[src/rtl/sync_timer_multi.sv]
// Multi-pulse auto-sync timer: timestamps up to PULSE_NUM toggle edges on the bus- and det-sampled paths.
// Optional trigger output built only when SYNC_TIMER_TRIG_EN is defined.
module sync_timer_multi #(
  parameter int TIME_BITS = 16,
  parameter int PULSE_NUM = 2,
  parameter int CNT_BITS  = $clog2(PULSE_NUM)
) (
  input  logic                               clock_det,
  input  logic                               reset_det,
  input  logic                               as_en,
  input  logic                               as_prim,
  input  logic [TIME_BITS-1:0]               as_wait,
  input  logic [TIME_BITS-1:0]               as_tmax,
  input  logic [TIME_BITS-1:0]               as_trig_at,
  input  logic                               sync_in_tgl_bus,
  input  logic                               sync_in_tgl_det,
  output logic                               sync_mon,
  output logic                               as_busy,
  output logic                               as_done,
  output logic                               as_timeout,
  output logic                               as_trig,
  output logic [CNT_BITS:0]                  cnt_bus,
  output logic [CNT_BITS:0]                  cnt_det,
  output logic [2*PULSE_NUM*TIME_BITS-1:0]   sync_time
);

  localparam logic [CNT_BITS:0]  FULL    = (CNT_BITS+1)'(PULSE_NUM);
  localparam logic [TIME_BITS-1:0] ONE   = TIME_BITS'(1);

  typedef enum logic [2:0] {IDLE, PRIM_WAIT, SEC_WAIT, TIMER, OUTPUT} state_t;

  state_t               state_reg, state_next;
  logic [TIME_BITS-1:0] counter_reg, counter_next;
  logic [TIME_BITS-1:0] wait_reg, tmax_reg;
  logic [CNT_BITS:0]    cnt_bus_reg, cnt_det_reg;
  logic                 en_reg, bus_reg, det_reg;
  logic                 timeout_reg, timeout_next;
  logic                 mon_reg, mon_next;
  logic                 clear, latch, rec_en;

  logic edge_bus, edge_det, start, abort, incomplete;

  assign edge_bus   = bus_reg != sync_in_tgl_bus;
  assign edge_det   = det_reg != sync_in_tgl_det;
  assign start      = as_en && !en_reg;
  assign abort      = !as_en && (state_reg == PRIM_WAIT || state_reg == SEC_WAIT || state_reg == TIMER);
  assign incomplete = (cnt_bus_reg < FULL) || (cnt_det_reg < FULL);

  always_comb begin
    state_next   = state_reg;
    counter_next = counter_reg;
    timeout_next = timeout_reg;
    mon_next     = 1'b0;
    clear        = 1'b0;
    latch        = 1'b0;
    rec_en       = 1'b0;
    if (abort) begin
      state_next   = IDLE;
      counter_next = ONE;
      clear        = 1'b1;
      timeout_next = 1'b0;
    end else begin
      case (state_reg)
        IDLE: begin
          counter_next = ONE;
          if (start) begin
            clear        = 1'b1;
            latch        = 1'b1;
            mon_next     = 1'b1;
            timeout_next = 1'b0;
            state_next   = as_prim ? PRIM_WAIT : SEC_WAIT;
          end
        end
        PRIM_WAIT: begin
          if (counter_reg == tmax_reg) begin
            state_next   = OUTPUT;
            timeout_next = incomplete;
          end else begin
            counter_next = counter_reg + ONE;
            if (counter_reg >= wait_reg) state_next = TIMER;
          end
        end
        SEC_WAIT: begin
          if (edge_det) begin
            mon_next     = 1'b1;
            state_next   = TIMER;
            counter_next = ONE;
          end
        end
        TIMER: begin
          mon_next = edge_det;
          // Timeout wins over completion and suppresses recording in its cycle.
          if (counter_reg == tmax_reg) begin
            state_next   = OUTPUT;
            timeout_next = incomplete;
          end else if (!incomplete) begin
            state_next   = OUTPUT;
            timeout_next = 1'b0;
          end else begin
            rec_en       = 1'b1;
            counter_next = counter_reg + ONE;
          end
        end
        OUTPUT: begin
          state_next   = IDLE;
          counter_next = ONE;
        end
        default: begin
          state_next   = IDLE;
          counter_next = ONE;
        end
      endcase
    end
  end

  always_ff @(posedge clock_det) begin
    if (reset_det) begin
      state_reg   <= IDLE;
      counter_reg <= ONE;
      wait_reg    <= ONE;
      tmax_reg    <= '1;
      en_reg      <= 1'b0;
      bus_reg     <= 1'b0;
      det_reg     <= 1'b0;
      timeout_reg <= 1'b0;
      mon_reg     <= 1'b0;
      cnt_bus_reg <= '0;
      cnt_det_reg <= '0;
    end else begin
      state_reg   <= state_next;
      counter_reg <= counter_next;
      en_reg      <= as_en;
      bus_reg     <= sync_in_tgl_bus;
      det_reg     <= sync_in_tgl_det;
      timeout_reg <= timeout_next;
      mon_reg     <= mon_next;
      if (latch) begin
        wait_reg <= (as_wait == '0) ? ONE : as_wait;
        tmax_reg <= (as_tmax == '0) ? '1 : as_tmax;
      end
      if (clear) begin
        cnt_bus_reg <= '0;
        cnt_det_reg <= '0;
      end else if (rec_en) begin
        if (edge_bus && cnt_bus_reg < FULL) cnt_bus_reg <= cnt_bus_reg + 1'b1;
        if (edge_det && cnt_det_reg < FULL) cnt_det_reg <= cnt_det_reg + 1'b1;
      end
    end
  end

  genvar gi;
  generate
    for (gi = 0; gi < PULSE_NUM; gi++) begin : g_slot
      localparam logic [CNT_BITS:0] SLOT_IDX = (CNT_BITS+1)'(gi);
      logic [TIME_BITS-1:0] slot_bus_reg, slot_det_reg;
      always_ff @(posedge clock_det) begin
        if (reset_det || clear) begin
          slot_bus_reg <= '0;
          slot_det_reg <= '0;
        end else if (rec_en) begin
          if (edge_bus && cnt_bus_reg == SLOT_IDX) slot_bus_reg <= counter_reg;
          if (edge_det && cnt_det_reg == SLOT_IDX) slot_det_reg <= counter_reg;
        end
      end
      assign sync_time[gi*TIME_BITS +: TIME_BITS]               = slot_bus_reg;
      assign sync_time[(PULSE_NUM+gi)*TIME_BITS +: TIME_BITS]   = slot_det_reg;
    end
  endgenerate

`ifdef SYNC_TIMER_TRIG_EN
  logic [TIME_BITS-1:0] trig_at_reg;
  always_ff @(posedge clock_det) begin
    if (reset_det)  trig_at_reg <= '0;
    else if (latch) trig_at_reg <= as_trig_at;
  end
  assign as_trig = (state_reg == TIMER) && (trig_at_reg != '0) && (counter_reg == trig_at_reg);
`else
  logic unused_trig_at;
  assign unused_trig_at = ^as_trig_at;
  assign as_trig        = 1'b0;
`endif

  assign sync_mon   = mon_reg;
  assign as_busy    = state_reg != IDLE;
  assign as_done    = state_reg == OUTPUT;
  assign as_timeout = timeout_reg;
  assign cnt_bus    = cnt_bus_reg;
  assign cnt_det    = cnt_det_reg;

endmodule

[config.mk]
export PLATFORM = sky130hd
export DESIGN_NAME = sync_timer_multi
export DESIGN_NICKNAME = d
export VERILOG_FILES = /design/src/rtl/sync_timer_multi.sv
export SDC_FILE = /design/constraint.sdc
export NUM_CORES = 1
export LEC_CHECK = 0
export ABC_AREA = 1
export BUFFER_PORTS_ARGS = -buffer_cell sky130_fd_sc_hd__buf_4
export CAP_MARGIN = 20
export CORE_ASPECT_RATIO = 1.5
export CORE_MARGIN = 5
export CORE_UTILIZATION = 57
export CTS_BUF_LIST = sky130_fd_sc_hd__clkbuf_2
export CTS_CLUSTER_SIZE = 14
export DETAILED_ROUTE_END_ITERATION = 6
export GPL_ROUTABILITY_DRIVEN = 0
export GPL_TIMING_DRIVEN = 1
export PLACE_DENSITY = 0.89
export SLEW_MARGIN = 5
export SYNTH_ARGS = -nofsm -noshare
export SYNTH_HDL_FRONTEND = slang
export SYNTH_SLANG_ARGS = --single-unit
[constraint.sdc]
create_clock -name clock_det -period 2 [get_ports clock_det]
set_input_delay 0.1 -clock clock_det [delete_from_list [all_inputs] [get_ports clock_det]]
set_output_delay 0.1 -clock clock_det [all_outputs]
set_load 0.02 [all_outputs]
==> results of run 1 <==
power by group through the flow:
stage	combinational (mW)	clock, mW	sequential [mW]
5_1_grt	2.18	2.08	2.86
6_report	1.95	1.97	2.84
4_1_cts	1.86	1.97	2.84
3_3_place_gp	1.74	0	2.88
3_5_place_dp	1.79	0	2.89
2_1_floorplan	1.28	0	2.89
per-layer routing:
metal / wire, um / vias up / track usage, %
met5: 0 / - / 0
met4: 878 / 0 / 13.7
met3: 1340 / 70 / 6.10
met2: 9030 / 327 / 42.7
met1: 6430 / 2830 / 28.1
li1: - / 3187 / -
final cells by class:
cell class,instances,area [um^2],share of cell area [%]
clock inverters,14,216,2.67
multi-input cells,629,3030,37.4
diodes,1,2.50,0.0309
flip-flops and latches,124,2520,31.2
clock buffers,18,90.1,1.11
well taps,147,184,2.27
inverters,148,558,6.89
repair buffers,180,1490,18.4
worst reg2reg max path: cells and delay by family (launching register included):
family	cells	cell delay, ns
buffers and inverters	2	0.24
flip-flops	1	0.44
AND/OR/NAND/NOR	12	1.21
path summary, 6_finish.rpt:
kind,start,endpoint,slack (ns)
min,as_tmax[1],tmax_reg[1]$_SDFFE_PP1P_,0.13
max reg2reg,counter_reg[10]$_SDFFE_PP0P_,g_slot[0].slot_bus_reg[5]$_SDFFE_PP0P_,0.02
max,counter_reg[10]$_SDFFE_PP0P_,g_slot[0].slot_bus_reg[5]$_SDFFE_PP0P_,0.02
min reg2reg,wait_reg[3]$_SDFFE_PP0P_,wait_reg[3]$_SDFFE_PP0P_,0.50
repair_timing:
| action | 4_1_cts | 5_1_grt |
|---|---|---|
| setup buffers | 0 | 2 |
| gates resized for setup | 9 | 25 |
| setup endpoints to repair | 18 | 67 |
| hold endpoints to repair | 60 | 0 |
| hold buffers | 40 | 0 |
| gates cloned | 0 | 5 |
| pin swaps | 1 | 5 |
metrics by stage:
stage / util (%) / cells / setup slack, ns / setup TNS [ns]
after floorplan: - / 944 / 0.399 / 0
after global placement: 65.9 / 1181 / 0.0599 / 0
after detailed placement: 65.9 / 1181 / -0.00875 / -0.00875
after CTS: 72.5 / 1253 / 0.000726 / 0
after global routing: 73.6 / 1261 / -0.0808 / -1.27
final: 73.6 / 1261 / 0.0222 / 0
cell usage in the layout, fill, tap and decap left out, types with 20 or more instances in the layout:
cell type	instances
sky130_fd_sc_hd__a21oi_1	40
sky130_fd_sc_hd__inv_1	129
sky130_fd_sc_hd__o21ai_0	20
sky130_fd_sc_hd__nor2_1	189
sky130_fd_sc_hd__ha_1	21
sky130_fd_sc_hd__nand3_1	23
sky130_fd_sc_hd__nand2_1	251
sky130_fd_sc_hd__buf_4	137
sky130_fd_sc_hd__dfxtp_1	106
sky130_fd_sc_hd__dlygate4sd3_1	40
cell families after synthesis:
group                      synth area share, %
buffers and inverters                     14.7
DFF                                       39.0
and+or+nand+nor                           32.8
adders and majority gates                 4.13
AOI/OAI and AO/OA                         7.34
xor gates and xnor gates                  1.93
other                                   0.0589
==> results.md, run 1 <==
Critical path:
- The total stage count of the critical path is 14.
- Among the stages of the critical path, the cell type that occurs most often is sky130_fd_sc_hd__nand2_1.
- For the worst setup path, the data required time is 2.63 ns.
- The category of the critical setup timing path is reg -> reg.
- The critical path arrival is 2.61 ns.
- Walking the worst path, the cells encountered are inv_1 -> nand2_1 -> nand2_1 -> nor2_1 -> nand2_1 -> nor2_2 -> nand2_2 -> nand2_4 -> nor2_8 -> buf_4 -> nand3_4 -> nand2_1 -> nand2_1 -> nor2_1.
- In this run the worst path has a maximum fanout of 16.
- Counting cells, the worst reg-to-reg path comes to 14.
- The worst path buffer plus inverter count is 2.
- For this run, the slowest stage of the critical path takes approximately 0.44 ns.
- The cell family with the largest share of critical-path delay is simple AND/OR/NAND/NOR gates.
- The worst setup path is launched from a register.
- On the critical path, the stage with the largest delay is an instance of sky130_fd_sc_hd__dfxtp_4.
- The capturing element type of the critical path is a register.

Synthesis:
- The async set or reset register ratio after synthesis is 0%.
- The cell area after technology mapping is 0.00636 mm^2.
- The count of flip-flops with a built-in enable after synthesis is 0.
- In the post-synthesis netlist, the biggest area contributors are sky130_fd_sc_hd__dfxtp_1, sky130_fd_sc_hd__nand2_1, sky130_fd_sc_hd__nor2_1.
- Among all cell types in the netlist, the one instantiated most often is sky130_fd_sc_hd__nand2_1.
- The portion of synthesized cell area occupied by the leading cell type is 39.0%.
- Among all flip-flop cells after synthesis, the most frequent one is sky130_fd_sc_hd__dfxtp_1.
- The count of state elements after synthesis is roughly 120.
- The count of yosys warnings during synthesis is 0.
- The post-synth net total is slightly above 1000.
- Synthesis produced a netlist whose cell count is 944.
- Counting distinct cell types in the post-synthesis netlist gives 34.
- Summing the sequential cell areas from Yosys gives 39.0% of the chip area.
- The biggest area contributor in the post-synthesis netlist is sky130_fd_sc_hd__dfxtp_1.
- The average instance in the mapped netlist occupies approximately 6.7 um^2.
- By count the netlist is led by sky130_fd_sc_hd__nand2_1, sky130_fd_sc_hd__nor2_1, sky130_fd_sc_hd__inv_1.

Clock tree:
- The longest clock path from root to sink contains 2 buffers.
- The CTS clock-pin slew for the worst setup and hold paths is between 0.15 and 0.2 ns.
- The latest clock arrival within the worst-skew pair is 0.73 ns.
- TritonCTS created 17 clock buffers.
- The clock root buffer is sky130_fd_sc_hd__clkbuf_2.
- The H-tree was split into 4 levels.
- TritonCTS built the clock tree.
- The clock drives 124 sinks.

GRT:
- The all-layer global routing usage is about 25%.
- Entering global routing, the biggest net connects 66 pins.
- The global-route wire length before repair is 26500 um.
- The initial antenna violation count is 1.
- The via count of the first global-routing pass came to roughly 5800.
- The total global routing overflow is 0.

Pwr:
- The worst-case IR drop observed on VDD is 0.407 mV.
- The static leakage is 4.27 nW.
- Combinational logic is responsible for 28.9% of the overall power.
- For this design the ratio of total power to cell area is roughly 830 mW/mm^2.
- The cell-internal power is 4.35 mW.
- The overall power is 6.76 mW.
- The power share of the clock group is 29.1%.
- Per report_power, the sequential group accounts for between 40% and 50% of the total.
- The power spent charging and discharging nets is 2.40 mW.
- The switching part of the total power is approximately 36%.

Finish:
- The finished cells cover 0.00810 mm^2.
- The fill cell instance count of the final layout is 802.
- The fraction of final layout cells sized beyond drive strength 1 is 21.1%.
- At the end of the flow, the number of nets in the layout was 1175.
- The signed area change from the synthesized netlist to the final layout is 27.3%.

Floorplan:
- During I/O placement, the number of pins put on the boundary was 127.
- The total area inside the core boundary comes to 0.0110 mm^2.
- The die is 139 um tall.
- The die covers roughly 0.013 mm^2.
- The starting density of the core is between 50 and 60%.
- The die span in x is 96.3 um.
- The floorplan has 47 rows.

Drt:
- After detailed routing, the number of remaining DRC violations is 2.
- The count of antenna-violating nets left after detailed routing is 0.
- Dividing the detail-routed via count by the number of cells gives 5.09.
- The total detailed-routing wirelength is 17700 um.
- The violation count after the first detailed-route iteration is 610.
- The total iterations of the first detailed-routing run is 7.
- The routed length per placed instance is ~14 um.
- The routed via count is 6414.

Run:
- The count of max-cap constraint violations is 0.

Place:
- The total cell area at the placement stage is approximately 0.0073 mm^2.
- Detailed placement finished with a half-perimeter wire length of 11200 um.
- The count of input and output buffers is 109.

Worst hold path:
- The hold-critical path depth is 4.
- The tightest min-delay check is of the in -> reg type.

Outcome:
- The checks that failed: design-rule violations.
- The flow ran to the end, but the final reports show violations.

Timing:
- The final hold violation count is 0.
- The final count of negative-setup-slack endpoints is 0.
- Setup repair after global routing could not meet its margin everywhere.
- The clock period minus worst slack is 1.98 ns.
- Based on the critical path, the design can be clocked at up to 0.506 GHz.
- For the pin with the worst max-slew slack, the measured transition is 0.510 ns.
- The clock arrives with 0.0233 ns of skew.
- Measured against its own limit, the worst slew margin works out to 66.0%.
- The final worst-path cycle share is 98.9%.
- The max-slew violation count is 0.
- The minimum hold slack is around 0.13 ns.
Power figures use the tool's default switching activity.
==> run 2: changes to the inputs <==
--- a/config.mk
+++ b/config.mk
@@ -10,13 +10,14 @@
 export CAP_MARGIN = 20
 export CORE_ASPECT_RATIO = 1.5
 export CORE_MARGIN = 5
-export CORE_UTILIZATION = 57
+export CORE_UTILIZATION = 35
 export CTS_BUF_LIST = sky130_fd_sc_hd__clkbuf_2
 export CTS_CLUSTER_SIZE = 14
 export DETAILED_ROUTE_END_ITERATION = 6
 export GPL_ROUTABILITY_DRIVEN = 0
 export GPL_TIMING_DRIVEN = 1
-export PLACE_DENSITY = 0.89
+export PLACE_DENSITY = 0.62
+export SETUP_SLACK_MARGIN = 0.05
 export SLEW_MARGIN = 5
 export SYNTH_ARGS = -nofsm -noshare
 export SYNTH_HDL_FRONTEND = slang
==> results.md, run 2 (same netlist as run 1, synthesis figures left out) <==
Outcome:
- The flow ran to the end, and the final reports show no timing, DRC or antenna violations.

Floorplan:
- The die is 120 um wide.
- The total core area is 0.0179 mm^2.
- The number of placement rows is 60.
- For this configuration, the core starts out at a cell density of a little over a third.
- In this run the count of I/O pins placed on the die edge is between 100 and 150.
- From bottom edge to top edge, the die measures 175 um.
- The die covers 0.0210 mm^2.

Clock tree:
- The maximum clock path buffer count is 2.
- The latest clock arrival within the worst-skew pair is 0.70 ns.
- After clock tree synthesis, the clock-pin slew on the worst setup and hold paths is 0.20 ns.
- CTS placed an instance of sky130_fd_sc_hd__clkbuf_2 at the clock tree root.
- The clock sink count is 124.
- The number of levels the H-tree was split into is 4.
- The CTS tree is built.
- The number of buffers inserted during clock tree synthesis is 17.

GRT:
- The first global-routing pass estimated 29000 um of wire.
- Summed over all layers, the global routing overflow is 0.
- The maximum number of pins on one net before global-route repair is 58.
- The initial antenna violation count is 1.
- The via count of the first global-routing pass is 5799.
- Global routing consumed, over all layers together, 17.4% of the routing resources.

Drt:
- The routed layout has 6104 vias.
- The total iterations of the first detailed-routing run is 7.
- The total detailed-routing wirelength is approximately 19000 um.
- The routed length per placed instance is 13.8 um.
- For this run, design rule violations remaining after detail routing come to 0.
- For this block, the initial DRC count from the detailed router was 359.
- The count of antenna-violating nets left after detailed routing is 0.
- Using the TritonRoute via totals, the vias-per-cell ratio works out to 4.52.

Finish:
- The library cells used most frequently in the layout, excluding fill and tap cells, are sky130_fd_sc_hd__nand2_1, sky130_fd_sc_hd__nor2_1, sky130_fd_sc_hd__buf_4.
- The post-route netlist has 23.0% of its cells at a drive strength greater than 1.
- The post-layout utilization of the core is 46.5%.
- For this run, the post-layout net count is between 1000 and 1500.
- The library cell used most frequently in the layout, excluding fill and tap cells, is sky130_fd_sc_hd__nand2_1.
- Compared with the post-synthesis result, the final layout area differs by 31.1%.

Critical path:
- The maximum fanout along the worst path is 6.
- The capturing element type of the critical path is a register.
- The critical path arrival is between 2 and 2.5 ns.
- The startpoint type of the worst setup path is a register.
- For flop-to-flop paths, the worst setup slack is 0.17 ns.
- At the worst endpoint, the required time is 2.61 ns.
- The setup path with the least slack is of type reg -> reg.

Timing:
- Setup repair after global routing could not meet its margin everywhere.
- The setup total negative slack is 0 ns.
- The final hold violation count is 0.
- The minimum hold slack is 0.178 ns.
- For the pin with the worst max-slew slack, the measured transition is ~0.69 ns.
- Setup violations remaining at the end of the flow were counted as 0.
- Across the routed clock network, the largest skew measured is 0.0396 ns.
- The final worst-path cycle share is 91.5%.
- The worst pin sits at a relative slew slack of 54.0%.
- The max-slew violation count came to 0.
- The clock period minus worst slack is around 1.8 ns.
- Based on the critical path, the design can be clocked at up to 0.547 GHz.

Run:
- The tool flagged a number of max-cap violations equal to 0.

Place:
- Once detailed placement completed, the half-perimeter wirelength came to between 10000 and 15000 um.
- The count of input and output buffers is 109.

Pwr:
- The static leakage is 4.31 nW.
- The worst voltage drop across the vdd grid is 0.363 mV.
- In this run the power density over the cells is about 780 mW/mm^2.

Worst hold path:
- In this run the worst hold path is classified as in -> reg.
run 2: cell count changes in the layout (fill, tap and decap cells not counted), sizes merged, moves of 3 or more:
cell / delta
nand3: +6
clkinv: +4
buf: +13
bufinv: -3
run 2: critical path: stages (launching register included):
cell and delay (ns):
sky130_fd_sc_hd__dfxtp_1 0.41, sky130_fd_sc_hd__inv_1 0.06, sky130_fd_sc_hd__nand2_1 0.05, sky130_fd_sc_hd__nand2_1 0.04, sky130_fd_sc_hd__nor2_1 0.08, sky130_fd_sc_hd__nand2_1 0.07
sky130_fd_sc_hd__nor2_2 0.20, sky130_fd_sc_hd__nand2_2 0.12, sky130_fd_sc_hd__nand2_4 0.11, sky130_fd_sc_hd__nor2_8 0.06, sky130_fd_sc_hd__buf_12 0.16, sky130_fd_sc_hd__buf_4 0.15
sky130_fd_sc_hd__nand2_1 0.05, sky130_fd_sc_hd__nand2_1 0.05, sky130_fd_sc_hd__a21oi_1 0.13
run 2: layout make-up:
type / instances / area (um^2)
fill: 1901 / 9600
multi-input combinational: 634 / 3140
sequential: 124 / 2530
timing repair buffer: 193 / 1590
inverter: 148 / 559
tap: 217 / 272
clock inverter: 15 / 165
clock buffer: 17 / 85.1
antenna: 1 / 2.50
run 2: final timing paths:
| path | start | end | cells after the start |
|---|---|---|---|
| worst max-delay path | tmax_reg[15]$_SDFFE_PP1P_ | cnt_bus[0]$_SDFFE_PP0P_ | 14 |
| worst min-delay path | as_tmax[5] | tmax_reg[5]$_SDFFE_PP1P_ | 4 |
| worst max register to register | tmax_reg[15]$_SDFFE_PP1P_ | cnt_bus[0]$_SDFFE_PP0P_ | 14 |
| worst min register to register | wait_reg[2]$_SDFFE_PP0P_ | wait_reg[2]$_SDFFE_PP0P_ | 2 |
run 2: power breakdown:
part | switching, mW | internal [mW] | total (mW)
registers | 0.173 | 2.69 | 2.86
logic | 1.24 | 0.764 | 2.00
clock network | 1.06 | 0.598 | 1.66
run 2: routing by layer:
layer	GRT usage, %	vias to the layer above	routed length [um]
li1	-	3244	-
met1	19.5	2690	7370
met2	32.6	142	10100
met3	2.95	28	704
met4	6.35	0	413
met5	0	-	0
run 2: what timing repair did:
item / 4_1_cts / 5_1_grt
hold buffers: 40 / 0
cloned: 4 / 6
setup endpoints to repair: 66 / 86
buffers inserted: 3 / 2
resized for setup: 9 / 40
pin swaps: 5 / 2
endpoints found under the hold margin: 58 / 0
run 2: per-stage QoR:
stage	area [um^2]	total power, mW	worst slack [ns]	cells
detailed placement	7390	4.73	-0.0739	1261
finish	8340	6.53	0.171	1349
floorplan	6360	4.17	0.399	944
global route	8340	6.98	0.0215	1349
CTS	8160	6.52	0.0500	1340
global placement	7390	4.70	-0.0574	1261
==> run 3: changes to the inputs <==
--- a/config.mk
+++ b/config.mk
@@ -5,7 +5,6 @@
 export SDC_FILE = /design/constraint.sdc
 export NUM_CORES = 1
 export LEC_CHECK = 0
-export ABC_AREA = 1
 export BUFFER_PORTS_ARGS = -buffer_cell sky130_fd_sc_hd__buf_4
 export CAP_MARGIN = 20
 export CORE_ASPECT_RATIO = 1.5
@@ -16,7 +15,7 @@
 export DETAILED_ROUTE_END_ITERATION = 6
 export GPL_ROUTABILITY_DRIVEN = 0
 export GPL_TIMING_DRIVEN = 1
-export PLACE_DENSITY = 0.62
+export PLACE_DENSITY = 0.63
 export SETUP_SLACK_MARGIN = 0.05
 export SLEW_MARGIN = 5
 export SYNTH_ARGS = -nofsm -noshare
==> results.md, run 3 <==
Drt:
- For this block, the initial DRC count from the detailed router was 394.
- Once detail routing completed, the nets flagged for antenna violations numbered 0.
- The routed via count divided by cell count is 4.98.
- The total detailed-routing wirelength is 17100 um.
- The detailed router placed 5020 vias in this run.
- For this run, the detailed router's first-pass iteration total came to 6.
- In the routed design, unresolved DRC markers number 0.
- The routed length per placed instance is 16.9 um.

Timing:
- The clock period minus worst slack is between 2 and 2.5 ns.
- Setup violations remaining at the end of the flow were counted as 2.
- The minimum hold slack is 0.158 ns.
- The clock skew is 0.0300 ns.
- The relative max-transition margin is about three fifths.
- The setup total negative slack is -0.0981 ns.
- Setup repair after global routing could not meet its margin everywhere.
- The final worst setup slack is -0.0945 ns.
- The transition time at the pin with the least slew margin is 0.573 ns.
- The max-slew violation count came to 0.
- Timing would allow up to 0.477 GHz.
- The final hold violation count is 0.
- The final worst-path cycle share is 105%.

Critical path:
- The worst setup path is launched from a register.
- In this design, the stage delay of the slowest critical-path cell is 0.44 ns.
- The critical path arrival is 2.70 ns.
- The maximum fanout along the worst path is 2.
- The worst setup path is captured at a register.
- The highest-delay cell along the critical path is sky130_fd_sc_hd__a2111oi_2.
- The worst setup path is of the reg -> reg kind.
- Traced cell by cell, the critical path runs through inv_2 -> ha_4 -> nand2b_4 -> a2111oi_4 -> nor4_2 -> a2111oi_2 -> buf_4 -> o311a_1 -> a21oi_1.
- The cell family contributing the most delay on the critical path is compound AO/OA/AOI/OAI gates.
- The worst path buffer plus inverter count is 2.
- The data required time of the worst path is about 2.6 ns.

Place:
- The post-placement cell count is approximately 920.
- The post-DP HPWL is 12000 um.
- Before CTS, the worst setup slack after placement is -0.310 ns.
- Input and output buffers added on the ports amount to 109.

Clock tree:
- The number of buffers inserted during clock tree synthesis is 17.
- The clock drives 124 sinks.
- The H-tree was split into 4 levels.
- TritonCTS built the clock tree.
- Clock-pin slew was measured on the worst setup and hold paths at 0.21 ns.
- The latest clock arrival within the worst-skew pair is 0.69 ns.
- The maximum clock path buffer count is 2.
- In this run the clock root is driven by a sky130_fd_sc_hd__clkbuf_2.

Outcome:
- The flow ran to the end, but the final reports show violations.
- The checks that failed: negative setup slack.

Synthesis:
- The count of flip-flops with a built-in enable after synthesis is 0.
- The gate count after technology mapping is 609.
- The top flip-flop cell by instance count after synthesis is sky130_fd_sc_hd__dfxtp_1.
- The count of state elements after synthesis is 124.
- The mean post-synth cell area is 9.11 um^2.
- The biggest area consumer among synthesized cells is sky130_fd_sc_hd__dfxtp_1.
- The sequential area share after synthesis is 44.8%.
- By instance count, the leading cell after synthesis is sky130_fd_sc_hd__dfxtp_1.
- Ranked by instance count, the synthesized netlist is headed by sky130_fd_sc_hd__dfxtp_1, sky130_fd_sc_hd__nor2_1, sky130_fd_sc_hd__mux2i_1.
- Of the post-synthesis cell area, the dominant cell type holds 44.8%.
- After synthesis, the cell types taking the most area are sky130_fd_sc_hd__dfxtp_1, sky130_fd_sc_hd__mux2i_1, sky130_fd_sc_hd__nor2_1.
- The post-synth net total is a little under 700.
- Summing every instance area after synthesis gives 0.00555 mm^2.
- The Yosys step of the flow raised 0 warnings.
- Of all flip-flops after synthesis, the portion carrying an async set or reset was 0%.
- After synthesis, the netlist uses 47 different library cells.

Floorplan:
- The floorplan step set the die height to 164 um.
- The floorplan step defined a die boundary enclosing 0.0185 mm^2.
- In this run the core area contains 56 standard-cell rows.
- The region available for standard cell placement spans ~0.016 mm^2.
- For this configuration, the core starts out at a cell density of 35.5%.
- The floorplan step set the die width to 113 um.
- In this run the count of I/O pins placed on the die edge is about 130.

Finish:
- The fraction of final layout cells sized beyond drive strength 1 is around 32%.
- The leading cell type in the layout, fill and taps excluded is sky130_fd_sc_hd__buf_4.
- The total number of nets in the final design is 865.
- The final instance count without filler cells is 1008.
- The area growth from synthesis to layout is 42.2%.
- The layout has 1440 filler cells.
- Leaving out fill and tap cells, the most frequent cells in the layout are sky130_fd_sc_hd__buf_4, sky130_fd_sc_hd__dfxtp_1, sky130_fd_sc_hd__nor2_1.

GRT:
- The initial antenna violation count is 1.
- The total global routing overflow is 0.
- For this run, the total global-route usage over all layers was measured as 18.2%.
- The maximum number of pins on one net before global-route repair is 70.
- The via count of the first global-routing pass came to between 5000 and 6000.
- The global-route wire length before repair is 26600 um.

Pwr:
- The static leakage is 3.11 nW.
- IR analysis of the VDD net gives a maximum drop of 0.435 mV.
- Power spread over the standard cell area amounts to 646 mW/mm^2.
- Total power for the finished layout comes to 5.09 mW.

Worst hold path:
- The path class of the tightest hold or removal check is in -> reg.

Run:
- The count of max-cap constraint violations is 0.
-- run 3: cell count changes in the layout (fill, tap and decap cells not counted), sizes merged, moves of 20 or more --
cell / before / now
nand2: 257 / 54
nand2b: 0 / 20
xnor2: 2 / 22
mux2i: 0 / 65
nor2: 198 / 81
nand3: 37 / 6
inv: 152 / 35
-- run 3: worst paths after layout --
path / to / slack (ns) / startpoint / depth (start not counted)
max: state_reg[1]$_SDFFE_PP0P_ / -0.09 / counter_reg[0]$_SDFFE_PP1P_ / 9
min: tmax_reg[2]$_SDFFE_PP1P_ / 0.16 / as_tmax[2] / 4
max reg2reg: state_reg[1]$_SDFFE_PP0P_ / -0.09 / counter_reg[0]$_SDFFE_PP1P_ / 9
min reg2reg: wait_reg[1]$_SDFFE_PP0P_ / 0.48 / wait_reg[1]$_SDFFE_PP0P_ / 2
-- run 3: final cells by class --
class | instances | area, um^2 | area share (%)
repair buffers | 208 | 1820 | 23.0
clock inverters | 15 | 171 | 2.17
flip-flops and latches | 124 | 2510 | 31.9
inverters | 26 | 97.6 | 1.24
well taps | 203 | 254 | 3.22
multi-input cells | 413 | 2940 | 37.3
diodes | 2 | 5.00 | 0.0635
clock buffers | 17 | 85.1 | 1.08
-- run 3: layer usage --
metal | share of wire, % | global-route usage (%)
met1 | 37 | 18.8
met2 | 54 | 33.9
met3 | 5.6 | 5.05
met4 | 3.6 | 8.20
met5 | 0 | 0
-- run 3: where the power goes --
group	total, mW	leakage (nW)	internal, mW	switching, mW
clock	1.66	0.153	0.617	1.05
sequential	2.61	1.01	2.55	0.0646
combinational	0.818	1.95	0.392	0.426
-- run 3: kinds of logic after synthesis --
| group | Yosys count | synth area share, % |
|---|---|---|
| compound gates | 78 | 8.98 |
| xor+xnor | 23 | 3.63 |
| fa+ha+maj | 21 | 4.74 |
| buf+inv | 72 | 6.16 |
| flops | 124 | 44.8 |
| mux | 65 | 11.7 |
| other cells | 1 | 0.0676 |
| simple gates | 225 | 19.9 |
-- run 3: through the flow --
step | utilization [%] | cell area (um^2)
after floorplan | - | 5610
after global placement | 43.6 | 6820
after detailed placement | 43.6 | 6820
after CTS | 49.1 | 7670
after global routing | 50.5 | 7890
final | 50.5 | 7890
-- run 3: worst min-delay path, stage by stage --
cell                            delay [ns]
sky130_fd_sc_hd__dlygate4sd3_1        0.52
sky130_fd_sc_hd__buf_4                0.11
sky130_fd_sc_hd__o22ai_1              0.06
sky130_fd_sc_hd__nand2b_1             0.06
-- run 3: repair_timing --
action / in CTS / in global routing
gates resized for setup: 24 / 51
hold endpoints to repair: 53 / 0
gates cloned: 2 / 1
buffers inserted: 6 / 6
pin swaps: 8 / 34
hold buffers: 40 / 0
endpoints found under the setup margin: 80 / 69
